<file path="config.mk">
export PLATFORM = sky130hd
export DESIGN_NAME = check_state_flat
export DESIGN_NICKNAME = d
export VERILOG_FILES = /design/src/rtl/check_state_if.sv /design/src/rtl/check_state.sv /design/src/flat_wrapper.sv
export SDC_FILE = /design/constraint.sdc
export NUM_CORES = 1
export LEC_CHECK = 0
export CAP_MARGIN = 20
export CORE_MARGIN = 2
export CORE_UTILIZATION = 31
export CTS_CLUSTER_SIZE = 8
export DETAILED_ROUTE_END_ITERATION = 16
export GPL_ROUTABILITY_DRIVEN = 0
export PLACE_DENSITY = 0.6
export SLEW_MARGIN = 0
export SYNTH_ARGS = -nofsm -noshare
export SYNTH_HDL_FRONTEND = slang
export SYNTH_SLANG_ARGS = --single-unit
</file>
<file path="constraint.sdc">
create_clock -name clk -period 4.6 [get_ports clk]
set_clock_uncertainty 0.05 [all_clocks]
set_input_delay 0.92 -clock clk [delete_from_list [all_inputs] [get_ports clk]]
set_output_delay 0.92 -clock clk [all_outputs]
set_load 0.1 [all_outputs]
</file>
<file path="src/rtl/check_state_if.sv">
// Player-input stage bus: controller handshake, packed sequence, raw buttons and
// press/result reporting between the game controller and check_state.
interface check_state_if;
  logic        en_check;
  logic [31:0] seq_in_check;
  logic [3:0]  round_ctr;
  logic [3:0]  btn_in;
  logic [1:0]  press_colour;
  logic        press_valid;
  logic        pass_check;
  logic        fail_check;
  logic        complete_check;

  modport master (
    output en_check, seq_in_check, round_ctr, btn_in,
    input  press_colour, press_valid, pass_check, fail_check, complete_check
  );

  modport slave (
    input  en_check, seq_in_check, round_ctr, btn_in,
    output press_colour, press_valid, pass_check, fail_check, complete_check
  );
endinterface

</file>
<file path="src/rtl/check_state.sv">
// Memory-game player-input checker: accepts round_ctr+1 presses, compares each to the
// packed colour sequence, reports pass/fail. Define CHECK_DEBOUNCE_EN to debounce buttons.
module check_state #(
  parameter int                   TIMEOUT_W       = 24,
  parameter logic [TIMEOUT_W-1:0] TIMEOUT_CYCLES  = 24'd5_000_000,
  parameter logic [15:0]          DEBOUNCE_CYCLES = 16'd20_000
) (
  input logic         clk,
  input logic         rst_n_check,
  check_state_if.slave bus
);

  typedef enum logic [1:0] {
    IDLE,
    WAIT_PRESS,
    WAIT_RELEASE
  } state_t;

  localparam logic [TIMEOUT_W-1:0] TMO_LAST = TIMEOUT_CYCLES - 1'b1;

  state_t               state, state_n;
  logic [3:0]           pos, pos_n;
  logic [TIMEOUT_W-1:0] timer, timer_n;
  logic [1:0]           colour_q, colour_n;
  logic                 pv_q, pv_n;
  logic                 pass_q, pass_n;
  logic                 fail_q, fail_n;
  logic                 done_q, done_n;

  logic [3:0] btn_m, btn_s, btn_use;
  logic [1:0] enc;
  logic       one_hot;
  logic [1:0] exp_col;

  always_ff @(posedge clk or negedge rst_n_check) begin
    if (!rst_n_check) begin
      btn_m <= '0;
      btn_s <= '0;
    end else begin
      btn_m <= bus.btn_in;
      btn_s <= btn_m;
    end
  end

`ifdef CHECK_DEBOUNCE_EN
  localparam logic [15:0] DB_LAST = DEBOUNCE_CYCLES - 16'd1;

  logic [3:0]  btn_db;
  logic [15:0] db_cnt [4];

  // A bit flips only after btn_s has disagreed with it for DEBOUNCE_CYCLES straight cycles.
  always_ff @(posedge clk or negedge rst_n_check) begin
    if (!rst_n_check) begin
      btn_db <= '0;
      for (int unsigned k = 0; k < 4; k++) db_cnt[k] <= '0;
    end else begin
      for (int unsigned k = 0; k < 4; k++) begin
        if (btn_s[k] != btn_db[k]) begin
          if (db_cnt[k] == DB_LAST) begin
            btn_db[k] <= ~btn_db[k];
            db_cnt[k] <= '0;
          end else begin
            db_cnt[k] <= db_cnt[k] + 16'd1;
          end
        end else begin
          db_cnt[k] <= '0;
        end
      end
    end
  end

  assign btn_use = btn_db;
`else
  assign btn_use = btn_s;
`endif

  always_comb begin
    one_hot = 1'b1;
    enc     = 2'd0;
    case (btn_use)
      4'b0001: enc = 2'd0;
      4'b0010: enc = 2'd1;
      4'b0100: enc = 2'd2;
      4'b1000: enc = 2'd3;
      default: one_hot = 1'b0;
    endcase
  end

  assign exp_col = bus.seq_in_check[{pos, 1'b0} +: 2];

  always_ff @(posedge clk or negedge rst_n_check) begin
    if (!rst_n_check) begin
      state    <= IDLE;
      pos      <= '0;
      timer    <= '0;
      colour_q <= '0;
      pv_q     <= 1'b0;
      pass_q   <= 1'b0;
      fail_q   <= 1'b0;
      done_q   <= 1'b0;
    end else begin
      state    <= state_n;
      pos      <= pos_n;
      timer    <= timer_n;
      colour_q <= colour_n;
      pv_q     <= pv_n;
      pass_q   <= pass_n;
      fail_q   <= fail_n;
      done_q   <= done_n;
    end
  end

  always_comb begin
    state_n  = state;
    pos_n    = pos;
    timer_n  = timer;
    colour_n = colour_q;
    pv_n     = 1'b0;
    pass_n   = pass_q;
    fail_n   = fail_q;
    done_n   = 1'b0;
    unique case (state)
      IDLE: begin
        if (bus.en_check) begin
          pos_n   = '0;
          timer_n = '0;
          pass_n  = 1'b0;
          fail_n  = 1'b0;
          state_n = WAIT_PRESS;
        end
      end
      WAIT_PRESS: begin
        timer_n = timer + 1'b1;
        // A valid press takes priority over a timeout landing on the same cycle.
        if (one_hot) begin
          colour_n = enc;
          pv_n     = 1'b1;
          timer_n  = '0;
          if (enc == exp_col) begin
            state_n = WAIT_RELEASE;
          end else begin
            fail_n  = 1'b1;
            done_n  = 1'b1;
            state_n = IDLE;
          end
        end else if (timer == TMO_LAST) begin
          fail_n  = 1'b1;
          done_n  = 1'b1;
          state_n = IDLE;
        end
      end
      WAIT_RELEASE: begin
        if (btn_use == 4'b0000) begin
          if (pos == bus.round_ctr) begin
            pass_n  = 1'b1;
            done_n  = 1'b1;
            state_n = IDLE;
          end else begin
            pos_n   = pos + 4'd1;
            timer_n = '0;
            state_n = WAIT_PRESS;
          end
        end
      end
      default: state_n = IDLE;
    endcase
  end

  assign bus.press_colour   = colour_q;
  assign bus.press_valid    = pv_q;
  assign bus.pass_check     = pass_q;
  assign bus.fail_check     = fail_q;
  assign bus.complete_check = done_q;

endmodule

</file>
<file path="src/flat_wrapper.sv">
// flat-port wrapper written by rule: the top's interface ports become plain ports
module check_state_flat 
#(
  parameter int                   TIMEOUT_W       = 24,
  parameter logic [TIMEOUT_W-1:0] TIMEOUT_CYCLES  = 24'd5_000_000,
  parameter logic [15:0]          DEBOUNCE_CYCLES = 16'd20_000
)
  (clk, rst_n_check, bus_en_check, bus_seq_in_check, bus_round_ctr, bus_btn_in, bus_press_colour, bus_press_valid, bus_pass_check, bus_fail_check, bus_complete_check);
  check_state_if bus_i ();
  input logic clk;
  input logic rst_n_check;
  input wire logic [$bits(bus_i.en_check)-1:0] bus_en_check;
  input wire logic [$bits(bus_i.seq_in_check)-1:0] bus_seq_in_check;
  input wire logic [$bits(bus_i.round_ctr)-1:0] bus_round_ctr;
  input wire logic [$bits(bus_i.btn_in)-1:0] bus_btn_in;
  output wire logic [$bits(bus_i.press_colour)-1:0] bus_press_colour;
  output wire logic [$bits(bus_i.press_valid)-1:0] bus_press_valid;
  output wire logic [$bits(bus_i.pass_check)-1:0] bus_pass_check;
  output wire logic [$bits(bus_i.fail_check)-1:0] bus_fail_check;
  output wire logic [$bits(bus_i.complete_check)-1:0] bus_complete_check;
  assign bus_i.en_check = bus_en_check;
  assign bus_i.seq_in_check = bus_seq_in_check;
  assign bus_i.round_ctr = bus_round_ctr;
  assign bus_i.btn_in = bus_btn_in;
  assign bus_press_colour = bus_i.press_colour;
  assign bus_press_valid = bus_i.press_valid;
  assign bus_pass_check = bus_i.pass_check;
  assign bus_fail_check = bus_i.fail_check;
  assign bus_complete_check = bus_i.complete_check;
  check_state #(.TIMEOUT_W(TIMEOUT_W), .TIMEOUT_CYCLES(TIMEOUT_CYCLES), .DEBOUNCE_CYCLES(DEBOUNCE_CYCLES)) u_core (.clk(clk), .rst_n_check(rst_n_check), .bus(bus_i));
endmodule
</file>
After elaboration in Yosys (flattened, before gate mapping)
Cells that the tools add are included.
- flip-flop bits (word level): 44
- input bits: 43
- output and inout bits: 6
- logic and storage cells: 74
- add/subtract/negate cells: 2
- equal/unequal tests: 15
- shift operators: 1
- mux-type cells: 34
- reductions and logical operators: 12
- operators by type and width (kind ; number):
    $mux 24 ; 4
    $pmux 24 s3 ; 1
    $shiftx 32x6->2 ; 1
    $add 24x1->24 const B ; 1
    $eq 24x23->1 const B ; 1
    $reduce_and 4->1 ; 4
    $mux 1 ; 15
    $mux 4 ; 3
    $pmux 2 s3 ; 2
    $mux 2 ; 5
    $pmux 4 s2 ; 1
    $pmux 1 s2 ; 3
    $add 4x1->4 const B ; 1
    $eq 4x1->1 const B ; 1
    $eq 4x2->1 const B ; 1
    $eq 4x3->1 const B ; 1
    $eq 4x4->1 ; 1
    $eq 4x4->1 const B ; 1
    $logic_not 4->1 ; 1
    $ne 2x1->1 const B ; 2
    $ne 2x2->1 const B ; 2
    $reduce_bool 2->1 ; 2
    $reduce_or 4->1 ; 1
    $ne 3x1->1 const B ; 1
    8 further kinds ; 8

Logic depth before layout (Yosys ltp)
Gate-level depths: netlist of the first run.
- depth after elaboration: 6
- gate-level depth with buffers: 9
- gate-level depth less buffers: 8

Least setup slack after synthesis of the first run
Ideal clock, no wire load.
- kind: input port to flip-flop
- start: input port bus_seq_in_check[22]
- end: register u_core.fail_q (netlist: u_core.bus.fail_check)
- arrival: 2214 ps
- data required time: 4414 ps
- slack: 2200 ps
- stages: 6
- path through: mux2i_1 > mux4_2 > xor2_1 > or3_1 > a31oi_1 > a22oi_1
- cells in the longest elaborated chain, start to end: 4
- RTL lines (element ; line ; RTL):
    from (decl) ; flat_wrapper.sv:13 ; input wire logic [$bits(bus_i.seq_in_check)-1:0] bus_seq_in_check;
    $shiftx 32x6->2 ; check_state.sv:89 ; assign exp_col = bus.seq_in_check[{pos, 1'b0} +: 2];
    $eq 2x2->1 ; check_state.sv:139 ; if (enc == exp_col) begin
    $ne 3x3->1 (no line) ; n/a ;
    $reduce_and 4->1 (no line) ; n/a ;
    to (signal assigned) ; check_state.sv:108 ; fail_q <= fail_n;
    to (decl) ; check_state.sv:27 ; logic fail_q, fail_n;
Every way passes these cells.
A chain may end at the register's enable or synchronous reset.

Final worst setup path of the first run
- start: register u_core.fail_q (netlist: u_core.bus.fail_check)
- end: output port bus_fail_check
- RTL lines (element ; line ; RTL):
    to (decl) ; flat_wrapper.sv:19 ; output wire logic [$bits(bus_i.fail_check)-1:0] bus_fail_check;
No word-level cell between the ends.

==> results.md, run 1 <==
* Outcome: complete, no violations
* Post-synthesis cell type count at 46
* Worst hold path type: reg -> reg
* Top delay family on crit path: buffers and inverters
* Mean Syn Cell Area at 9.44 um^2
* Number of synthesized flops with an enable pin at 0
* Post-route cell area at 3310 um^2
* PwrDens at 378 nW/um^2
* Fillers at 802
* Largest net degree at the start of global routing at 45
* Main synth FF type: dfrtp_1
* IO buf count at 48
* Hold_sp: u_core.btn_m[2]$_DFF_PN0_
* TritonCTS Sinks at 44
* Die height at 95.9 um
* Max VDD drop at 0.000154 V
* Crit path time final at 2.83 ns
* Placed inst area at 3190 um^2
* Synth async-reset ratio at 100%
* Worst-Skew Late Latency at 0.30 ns
* Total global routing overflow at 0
* Iter 0 DRT Violations at 133
* Largest fanout on the critical path at 3
* Setup_tns at 0 ns
* Crit path DAT at 1.86 ns
* Initial antenna violation count at 0
* DR pass1 iterations at 4
* Clock transition at the registers of the reported paths at 0.09 ns
* Initial core utilization at 31.8%
* First-pass GRT wire length at 9.97 mm
* Multi-input logic area at 1430 um^2
* # hold bufs at CTS at 0
* Crit-path slowest cell: clkdlybuf4s50_1
* CP bufs+invs at 1
* Post-CTS Resized at 0
* DRC at 0
* Critical path type: reg -> out
* Die width at 95.9 um
* Post-Syn Nets at 326
* Area grow syn2layout at 26.4%
* Vias at 2169
* Worst Setup End Kind: output port
* H-tree Lvls at 2
* Vias in the first global route at 2045
* Netlist Area Pre-Place at 2620 um^2
* Fmax at 353 MHz
* Standard-cell row count at 33
* Clk buf depth at 2
* Critical-path cell list: clkdlybuf4s50_1
* YS warnings at 0
* Commonest non-fill, non-tap cell in the layout: clkdlybuf4s50_1
* Register area at 1100 um^2
* Max_slew headroom at 34.0%
* Sequential-to-total area share from yosys stat at 42.1%
* CTS tree: yes
* GRT Total Usage at 13.9%
* N_diodes at 0
* Post-DRT Antenna Nets at 0
* WL final at 5.86 mm
* Leak at 1.25 nW
* Post-CTS setup buffer count at 0
* Average wire per standard cell at 13.6 um
* Total of max-cap violations at 0
* Setup slack after layout at 1.77 ns
* Crit path largest cell delay at 1.15 ns
* Die area at 9190 um^2
* Flops & latches, synth at 44
* Layout cells sized above 1 at 6.77%
* Post-DP HPWL at 4.36 mm
* Core footprint at 8220 um^2
* Fin nets at 373
* Reg-to-Reg Start: u_core.pos[1]$_DFFE_PN0P_
* Most frequent cells in the layout: 47 x clkdlybuf4s50_1, 44 x dfrtp_1, 33 x o21ai_0, 27 x nand2_1
* I/O pin total at 49
* CTS root buffer: clkbuf_8
* Worst Tran Pin Value at 0.991 ns
* Required @ worst endpoint at 3.63 ns
* Setup violations, final at 0
* Crit path from: u_core.bus.fail_check$_DFFE_PN0P_
* Final hold vios at 0
* Post-Synthesis Cells at 277
* Worst setup SP type: flip-flop
* CTS Buf Count at 5
* Period Utilization, post-route at 61.5%
* DP Worst Slack at 1.49 ns
* RSZ-0062 raised after global routing: false
* Final Max Tran Viols at 0
* Vias per inst at 5.04
[flip-flops by register name, summed over array words and instances (netlist names)]
| signal | cells |
|---|---|
| u_core.timer | 24 |
| u_core.btn_m | 4 |
| u_core.btn_s | 4 |
| u_core.pos | 4 |
| u_core.bus.press_colour | 2 |
| u_core.state | 2 |
| u_core.bus.complete_check | 1 |
| u_core.bus.fail_check | 1 |
| u_core.bus.pass_check | 1 |
| u_core.bus.press_valid | 1 |
[stage by stage]
| stage | total power [mW] | hold slack [ns] | cells | utilization (%) |
|---|---|---|---|---|
| finish | 1.25 | 0.304 | 430 | 40.2 |
| detailed placement | 0.956 | 0.286 | 422 | 38.8 |
| CTS | 1.26 | 0.307 | 430 | 40.2 |
| floorplan | 0.801 | 0.281 | 277 | - |
| global placement | 0.950 | 0.283 | 422 | 38.8 |
| global route | 1.33 | 0.327 | 430 | 40.2 |
[cells by family (layout without fill, tap and decap cells)]
kind of cell	Yosys count	after routing	share of synthesized area [%]
compound gates	64	64	14.7
xor+xnor	18	18	6.03
fa+ha+maj	6	6	2.87
buf+inv	21	69	3.25
flops	44	44	42.1
mux	22	22	10.3
simple gates	102	102	20.8
[layout make-up]
class | instances | area share (%)
multi-input cells | 212 | 43.2
well taps | 105 | 3.97
flip-flops and latches | 44 | 33.3
repair buffers | 49 | 14.6
clock inverters | 3 | 1.44
inverters | 12 | 1.36
clock buffers | 5 | 2.08
[cell usage after synthesis, types with 2 or more instances]
library cell	number	area share [%]
nand4_1	13	3.1
dfrtp_1	44	42
a22o_1	2	0.67
nor4_1	4	0.96
nor3_1	7	1.3
or2_2	2	0.48
nand2_1	27	3.9
or3_1	3	0.72
and2_1	2	0.48
a21oi_1	9	1.7
or4_1	3	0.86
o31ai_1	2	0.57
a31oi_1	8	1.9
buf_2	2	0.38
and3_1	3	0.72
inv_1	12	1.7
nor2_1	18	2.6
mux4_2	4	3.4
xnor2_1	11	3.7
clkbuf_1	6	0.86
o21ai_0	33	6.3
ha_1	6	2.9
mux2i_1	18	6.9
nand3_1	10	1.9
xor2_1	7	2.3
[per-layer routing]
layer | wire length, um | up-vias | share of wire (%) | track usage, %
met1 | 2830 | 1024 | 48 | 20.0
met5 | 0 | - | 0 | 0
met2 | 2760 | 36 | 47 | 21.7
met4 | 45 | 0 | 0.77 | 3.21
met3 | 227 | 4 | 3.9 | 2.51
li1 | - | 1105 | - | -
[where the power goes]
part | switching (mW) | leakage, nW | internal [mW]
Clock | 0.139 | 0.0583 | 0.164
Combinational | 0.337 | 0.603 | 0.161
Sequential | 0.0313 | 0.590 | 0.418
Total | 0.507 | 1.25 | 0.743
[path summary, 6_finish.rpt]
| path | to | slack [ns] | depth (start not counted) |
|---|---|---|---|
| hold reg to reg | u_core.btn_s[2]$_DFF_PN0_ | 0.30 | 0 |
| min in group asynchronous | u_core.timer[2]$_DFFE_PN0P_ | 0.72 | 1 |
| max in group asynchronous | u_core.timer[10]$_DFFE_PN0P_ | 3.19 | 1 |
| setup / recovery | bus_fail_check | 1.77 | 1 |
| setup reg to reg | u_core.bus.complete_check$_DFF_PN0_ | 1.78 | 6 |
| hold / removal | u_core.btn_s[2]$_DFF_PN0_ | 0.30 | 0 |
Power figures use the tool's default switching activity.
==> inputs of run 2 (changes only) <==
--- a/config.mk
+++ b/config.mk
@@ -11,7 +11,7 @@
 export CTS_CLUSTER_SIZE = 8
 export DETAILED_ROUTE_END_ITERATION = 16
 export GPL_ROUTABILITY_DRIVEN = 0
-export PLACE_DENSITY = 0.6
+export PLACE_DENSITY = 0.62
 export SLEW_MARGIN = 0
 export SYNTH_ARGS = -nofsm -noshare
 export SYNTH_HDL_FRONTEND = slang
==> constraint.sdc (replaced) <==
create_clock -name clk -period 2.4 [get_ports clk]
set_clock_uncertainty 0.05 [all_clocks]
set_input_delay 0.48 -clock clk [delete_from_list [all_inputs] [get_ports clk]]
set_output_delay 0.48 -clock clk [all_outputs]
set_load 0.1 [all_outputs]
==> run 2 against run 1 <==
Worst setup slack got worse by 1.7 ns; non-clock buffer count rose by 21; critical path depth up 6; largest power group unchanged; highest routed layer unchanged; global-route usage is 1.2 points higher; clock power is 89% higher; hold slack lost 0.22 ns; critical path type is now reg -> reg; register-to-register slack worse by 1.7 ns; first-iteration DRC count down 30%; clock-buffer cell count increased by 1; via count increased by 7.1%; cell count grew 4.9%; sequential cell count is the same.
==> results.md, run 2 (synthesized netlist as in run 1, its figures left out) <==
* Vias per inst at 5.15 (+2.2%)
* Post-DRT Antenna Nets at 0 (unchanged)
* Vias in the first global route at 2249 (+10%)
* Outcome: complete, no violations
* Max_slew headroom at 66.8% (+33 points)
* R2r endpoint: u_core.timer[12]$_DFFE_PN0P_
* Worst Setup End Kind: flip-flop
* Worst Tran Pin Value at 0.499 ns (-0.492 ns)
* R2R Setup Slk at 0.09 ns (-1.69 ns)
* Average wire per standard cell at 14.0 um (+2.5%)
* Worst hold path type: in -> async
* IO buf count at 48 (unchanged)
* WL final at 6.30 mm (+7.5%)
* Die area at 9190 um^2 (unchanged)
* Final core utilization at 42.3% (+2.0 points)
* Iter 0 DRT Violations at 93 (-30%)
* Largest Register: u_core.timer
* GR peak layer: met2
* H-tree Lvls at 2 (unchanged)
* Total global routing overflow at 0 (unchanged)
* Crit path time final at 2.31 ns
* Required @ worst endpoint at 2.58 ns (-1.05 ns)
* Leak at 1.38 nW (+10%)
* I/O pin total at 49 (unchanged)
* Critical-path cell list: or4_4, a41o_1, a211o_4, nor2_4, buf_12, nand4_1, o21ai_0
* Worst setup SP type: flip-flop
* Critical path type: reg -> reg
* Crit path largest cell delay at 0.58 ns (-0.57 ns)
* CTS Buf Count at 5 (unchanged)
* DP Worst Slack at -0.125 ns (-1.62 ns)
* Initial antenna violation count at 0 (unchanged)
* Commonest non-fill, non-tap cell in the layout: dfrtp_1
* Setup slack after layout at 0.0850 ns (-1.69 ns)
* PwrDens at 720 nW/um^2 (+90%)
* CTS root buffer: clkbuf_8
* Global routing usage on met3 at 3.99% (+1.5 points)
* Setup_tns at 0 ns (unchanged)
* Max VDD drop at 0.000348 V (+130%)
* Final hold vios at 0 (unchanged)
* Layout cells sized above 1 at 14.2% (+7.4 points)
* CP bufs+invs at 1 (unchanged)
* Vias at 2324 (+7.1%)
* DRC at 0 (unchanged)
* Largest register FFs at 24 (unchanged)
* Die height at 95.9 um (unchanged)
* First-pass GRT wire length at 10.7 mm (+7.7%)
* Fillers at 802 (unchanged)
* Clk buf depth at 2 (unchanged)
* Met1 Use GR at 20.1% (+0.12 points)
* Largest net degree at the start of global routing at 25 (-44%)
* Met2 Use GR at 24.0% (+2.3 points)
* Post-DP HPWL at 4.77 mm (+9.3%)
* Total of max-cap violations at 0 (unchanged)
* Multi-input logic area at 1440 um^2 (+0.53%)
* Register area at 1100 um^2 (unchanged)
* Largest fanout on the critical path at 8 (+5)
* N_diodes at 0 (unchanged)
* Top delay family on crit path: simple AND/OR/NAND/NOR gates
* Core footprint at 8220 um^2 (unchanged)
* Setup violations, final at 0 (unchanged)
* Period Utilization, post-route at 96.5%
* Area grow syn2layout at 32.8%
* Crit path DAT at 2.49 ns (+0.63 ns)
* Crit-path slowest cell: or4_4
* Fmax at 432 MHz
* Fin nets at 394 (+5.6%)
* Initial core utilization at 31.8% (unchanged)
* Overall power at 2.50 mW (+100%)
* Worst-Skew Late Latency at 0.30 ns (about the same)
* Final Max Tran Viols at 0 (unchanged)
* Standard-cell row count at 33 (unchanged)
* Most frequent cells in the layout: 44 x dfrtp_1, 41 x clkdlybuf4s50_1, 31 x o21ai_0, 27 x nand2_1, 26 x buf_4
* CTS tree: yes
* Reg-to-Reg Start: u_core.btn_s[1]$_DFF_PN0_
* TritonCTS Sinks at 44 (unchanged)
* Reg2Reg Depth at 7 (+1)
* # hold bufs at CTS at 0 (unchanged)
* DR pass1 iterations at 4 (unchanged)
* Clock transition at the registers of the reported paths at 0.08 ns (about the same)
* Hold Slack at 0.0845 ns (-0.219 ns)
* GRT Total Usage at 15.0% (+1.2 points)
* Die width at 95.9 um (unchanged)
## run 2: cell types whose count changed in the layout (fill, tap and decap cells not counted), sizes merged
cell	delta
clkbuf	+1
clkdlybuf4s50	-6
clkinv	-1
buf	+27
## run 2: worst max-delay path by stage
stage | from | endpoint | depth (start not counted)
5_1_grt | u_core.btn_s[1]$_DFF_PN0_ | u_core.timer[12]$_DFFE_PN0P_ | 7
3_5_place_dp | bus_seq_in_check[22] | u_core.bus.fail_check$_DFFE_PN0P_ | 7
4_1_cts | u_core.btn_s[1]$_DFF_PN0_ | u_core.timer[7]$_DFFE_PN0P_ | 6
2_1_floorplan | u_core.btn_s[1]$_DFF_PN0_ | u_core.timer[15]$_DFFE_PN0P_ | 5
3_3_place_gp | bus_seq_in_check[22] | u_core.bus.fail_check$_DFFE_PN0P_ | 7
6_report | u_core.btn_s[1]$_DFF_PN0_ | u_core.timer[12]$_DFFE_PN0P_ | 7
## run 2: final cells by class
cell class | count | share of cell area [%]
clock buffers | 6 | 2.09
clock inverters | 2 | 1.01
inverters | 12 | 1.30
multi-input cells | 212 | 41.4
flip-flops and latches | 44 | 31.7
well taps | 105 | 3.78
repair buffers | 70 | 18.7
## run 2: stage by stage
stage / cells / instance area [um^2]
after floorplan: 277 / 2620
after global placement: 440 / 3320
after detailed placement: 440 / 3320
after CTS: 448 / 3430
after global routing: 451 / 3470
final: 451 / 3470
## run 2: power by group
group	internal (mW)	total [mW]	leakage, nW	switching [mW]
clock	0.309	0.572	0.0552	0.263
sequential	0.802	0.845	0.590	0.0435
combinational	0.393	1.08	0.733	0.691
## run 2: routing by layer
| metal | share of wire [%] | up-vias |
|---|---|---|
| li1 | - | 1149 |
| met1 | 48 | 1123 |
| met2 | 47 | 42 |
| met3 | 3.7 | 10 |
| met4 | 1.7 | 0 |
| met5 | 0 | - |
## run 2: repair_timing
action | CTS | global route
gates resized for setup | 0 | 3
setup endpoints to repair | 0 | 7
setup buffers | 0 | 3
endpoints found under the hold margin | 0 | 0
==> inputs of run 3 (changes only) <==
--- a/config.mk
+++ b/config.mk
@@ -12,7 +12,7 @@
 export DETAILED_ROUTE_END_ITERATION = 16
 export GPL_ROUTABILITY_DRIVEN = 0
 export PLACE_DENSITY = 0.62
-export SLEW_MARGIN = 0
+export SLEW_MARGIN = 10
 export SYNTH_ARGS = -nofsm -noshare
 export SYNTH_HDL_FRONTEND = slang
 export SYNTH_SLANG_ARGS = --single-unit
==> constraint.sdc (replaced) <==
create_clock -name clk -period 2.06 [get_ports clk]
set_clock_uncertainty 0.05 [all_clocks]
set_input_delay 0.412 -clock clk [delete_from_list [all_inputs] [get_ports clk]]
set_output_delay 0.412 -clock clk [all_outputs]
set_load 0.1 [all_outputs]
==> run 3 against run 2 <==
The flow now finishes with violations (negative setup slack); clock-buffer cell count is 1 lower; clock power is 18% higher; power is 32% higher; routed wire length is 5.8% higher; first-iteration DRC count is 11% higher; global-route usage is 0.20 points higher; critical path depth is 1 lower; maximum frequency is 3.0% higher; die area stayed put; register-to-register slack worse by 0.27 ns; critical path type unchanged; largest cell class unchanged; largest power group unchanged.
==> results.md, run 3 (synthesized netlist as in run 1, its figures left out) <==
* Reg power frac at 29.6% (-4.2 points)
* Fmax at 445 MHz (+3.0%)
* Met1 Use GR at 21.2% (+1.1 points)
* Iter 0 DRT Violations at 103 (+11%)
* First-pass GRT wire length at 11.0 mm (+2.6%)
* Post-DRT Antenna Nets at 0 (unchanged)
* CTS tree: yes
* Clock Power Share at 20.4% (-2.5 points)
* DRC at 0 (unchanged)
* WL final at 6.66 mm (+5.8%)
* DR pass1 iterations at 5 (+1)
* Combinational share of power at 50.0% (+6.7 points)
* Largest net degree at the start of global routing at 45 (+80%)
* Die height at 95.9 um (unchanged)
* Clk buf depth at 2 (unchanged)
* Internal power at 1.97 mW (+31%)
* Crit path DAT at 2.38 ns (-0.11 ns)
* Leak at 1.53 nW (+11%)
* Setup slack after layout at -0.188 ns (-0.273 ns)
* CTS root buffer: clkbuf_8
* Worst setup SP type: flip-flop
* Largest register FFs at 24 (unchanged)
* Worst-Skew Late Latency at 0.30 ns (about the same)
* Setup violations, final at 26 (+26)
* Met2 Use GR at 24.8% (+0.87 points)
* Failing checks: negative setup slack
* Initial antenna violation count at 0 (unchanged)
* TritonCTS Sinks at 44 (unchanged)
* Max_slew headroom at 61.6% (-5.1 points)
* Standard-cell row count at 33 (unchanged)
* Initial core utilization at 31.8% (unchanged)
* PwrDens at 857 nW/um^2 (+19%)
* R2R Setup Slk at -0.19 ns (-0.27 ns)
* N_diodes at 0 (unchanged)
* Average wire per standard cell at 14.0 um (about the same)
* Largest Register: u_core.timer
* Worst hold path type: in -> async
* Setup_tns at -3.43 ns (-3.43 ns)
* GRT Total Usage at 15.2% (+0.20 points)
* Die width at 95.9 um (unchanged)
* Outcome: finished with violations
* Core footprint at 8220 um^2 (unchanged)
* Commonest non-fill, non-tap cell in the layout: buf_4
* Total of max-cap violations at 0 (unchanged)
* Sw Share at 40.1% (+0.18 points)
* GR peak layer: met2
* Switching power at 1.32 mW (+32%)
* Crit path time final at 2.25 ns (-0.0671 ns)
* Max VDD drop at 0.000356 V (+2.3%)
* Total global routing overflow at 0 (unchanged)
* Vias at 2457 (+5.7%)
* Final hold vios at 0 (unchanged)
* Period Utilization, post-route at 109% (+13 points)
* Reg2Reg Depth at 6 (-1)
* Post-route cell area at 3840 um^2 (+11%)
* R2r endpoint: u_core.timer[8]$_DFFE_PN0P_
* CTS Buf Count at 5 (unchanged)
* Reg-to-Reg Start: u_core.btn_s[2]$_DFF_PN0_
* Worst Setup End Kind: flip-flop
* Die area at 9190 um^2 (unchanged)
* Worst Tran Pin Value at 0.575 ns (+0.0768 ns)
* Overall power at 3.29 mW (+32%)
* I/O pin total at 49 (unchanged)
* Area grow syn2layout at 46.8%
* Vias per inst at 5.15 (about the same)
* IO buf count at 48 (unchanged)
* H-tree Lvls at 2 (unchanged)
* Post-DP HPWL at 4.82 mm (+1.0%)
* Layout cells sized above 1 at 26.1% (+12 points)
* Crit path from: u_core.btn_s[2]$_DFF_PN0_
* Fin nets at 420 (+6.6%)
* Final core utilization at 46.7% (+4.5 points)
* Placed inst area at 3550 um^2 (+6.7%)
* Critical path type: reg -> reg
* Most frequent cells in the layout: 45 x buf_4, 44 x dfrtp_1, 41 x clkdlybuf4s50_1, 27 x nand2_1, 20 x o21ai_1
* Final Max Tran Viols at 0 (unchanged)
* # hold bufs at CTS at 0 (unchanged)
* Vias in the first global route at 2313 (+2.8%)
* Largest fanout on the critical path at 8 (unchanged)
* Clock transition at the registers of the reported paths at 0.09 ns (about the same)
* Required @ worst endpoint at 2.19 ns (-0.39 ns)
* RSZ-0062 raised after global routing: true
* Global routing usage on met3 at 2.74% (-1.3 points)
-- run 3: final cells by class --
cell class / count / area (um^2)
inverter: 12 / 45.0
tap: 105 / 131
fill: 760 / 4380
sequential: 44 / 1100
multi-input combinational: 213 / 1570
clock buffer: 5 / 68.8
clock inverter: 3 / 42.5
timing repair buffer: 95 / 878
-- run 3: how the worst max path moves through the flow --
stage	to
finish	u_core.timer[8]$_DFFE_PN0P_
global route	u_core.timer[3]$_DFFE_PN0P_
CTS	u_core.timer[8]$_DFFE_PN0P_
detailed placement	u_core.bus.complete_check$_DFF_PN0_
global placement	u_core.bus.fail_check$_DFFE_PN0P_
floorplan	u_core.timer[11]$_DFFE_PN0P_
-- run 3: power groups by stage --
| stage | clock (mW) | sequential, mW | combinational, mW |
|---|---|---|---|
| after floorplan | 0 | 1.24 | 0.606 |
| after global placement | 0 | 0.990 | 1.35 |
| after detailed placement | 0 | 0.991 | 1.36 |
| after CTS | 0.685 | 0.974 | 1.53 |
| after global routing | 0.725 | 0.984 | 1.77 |
| final | 0.673 | 0.974 | 1.65 |
-- run 3: worst max-delay path, stage by stage (launching register included) --
cell,delay (ns)
dfrtp_1,0.38
or4_4,0.57
a41o_4,0.29
a211o_4,0.42
buf_4,0.18
o21ai_0,0.15
o21ai_1,0.09
-- run 3: layer usage --
layer	vias up	routed length, um
met4	0	59
met3	12	280
met1	1174	3120
met5	-	0
met2	64	3200
li1	1207	-
-- run 3: metrics by stage --
| stage | hold WS [ns] | worst slack [ns] | cells |
|---|---|---|---|
| after floorplan | 0.0664 | -0.0701 | 277 |
| after global placement | 0.283 | -0.318 | 461 |
| after detailed placement | 0.285 | -0.367 | 461 |
| after CTS | 0.154 | -0.203 | 474 |
| after global routing | 0.179 | -0.289 | 477 |
| final | 0.123 | -0.188 | 477 |
-- run 3: what timing repair did --
action / in CTS / in global routing
resized for setup: 22 / 20
setup buffers: 3 / 4
hold endpoints to repair: 0 / 0
cloned: 2 / 0
pin swaps: 9 / 15
setup endpoints to repair: 29 / 30
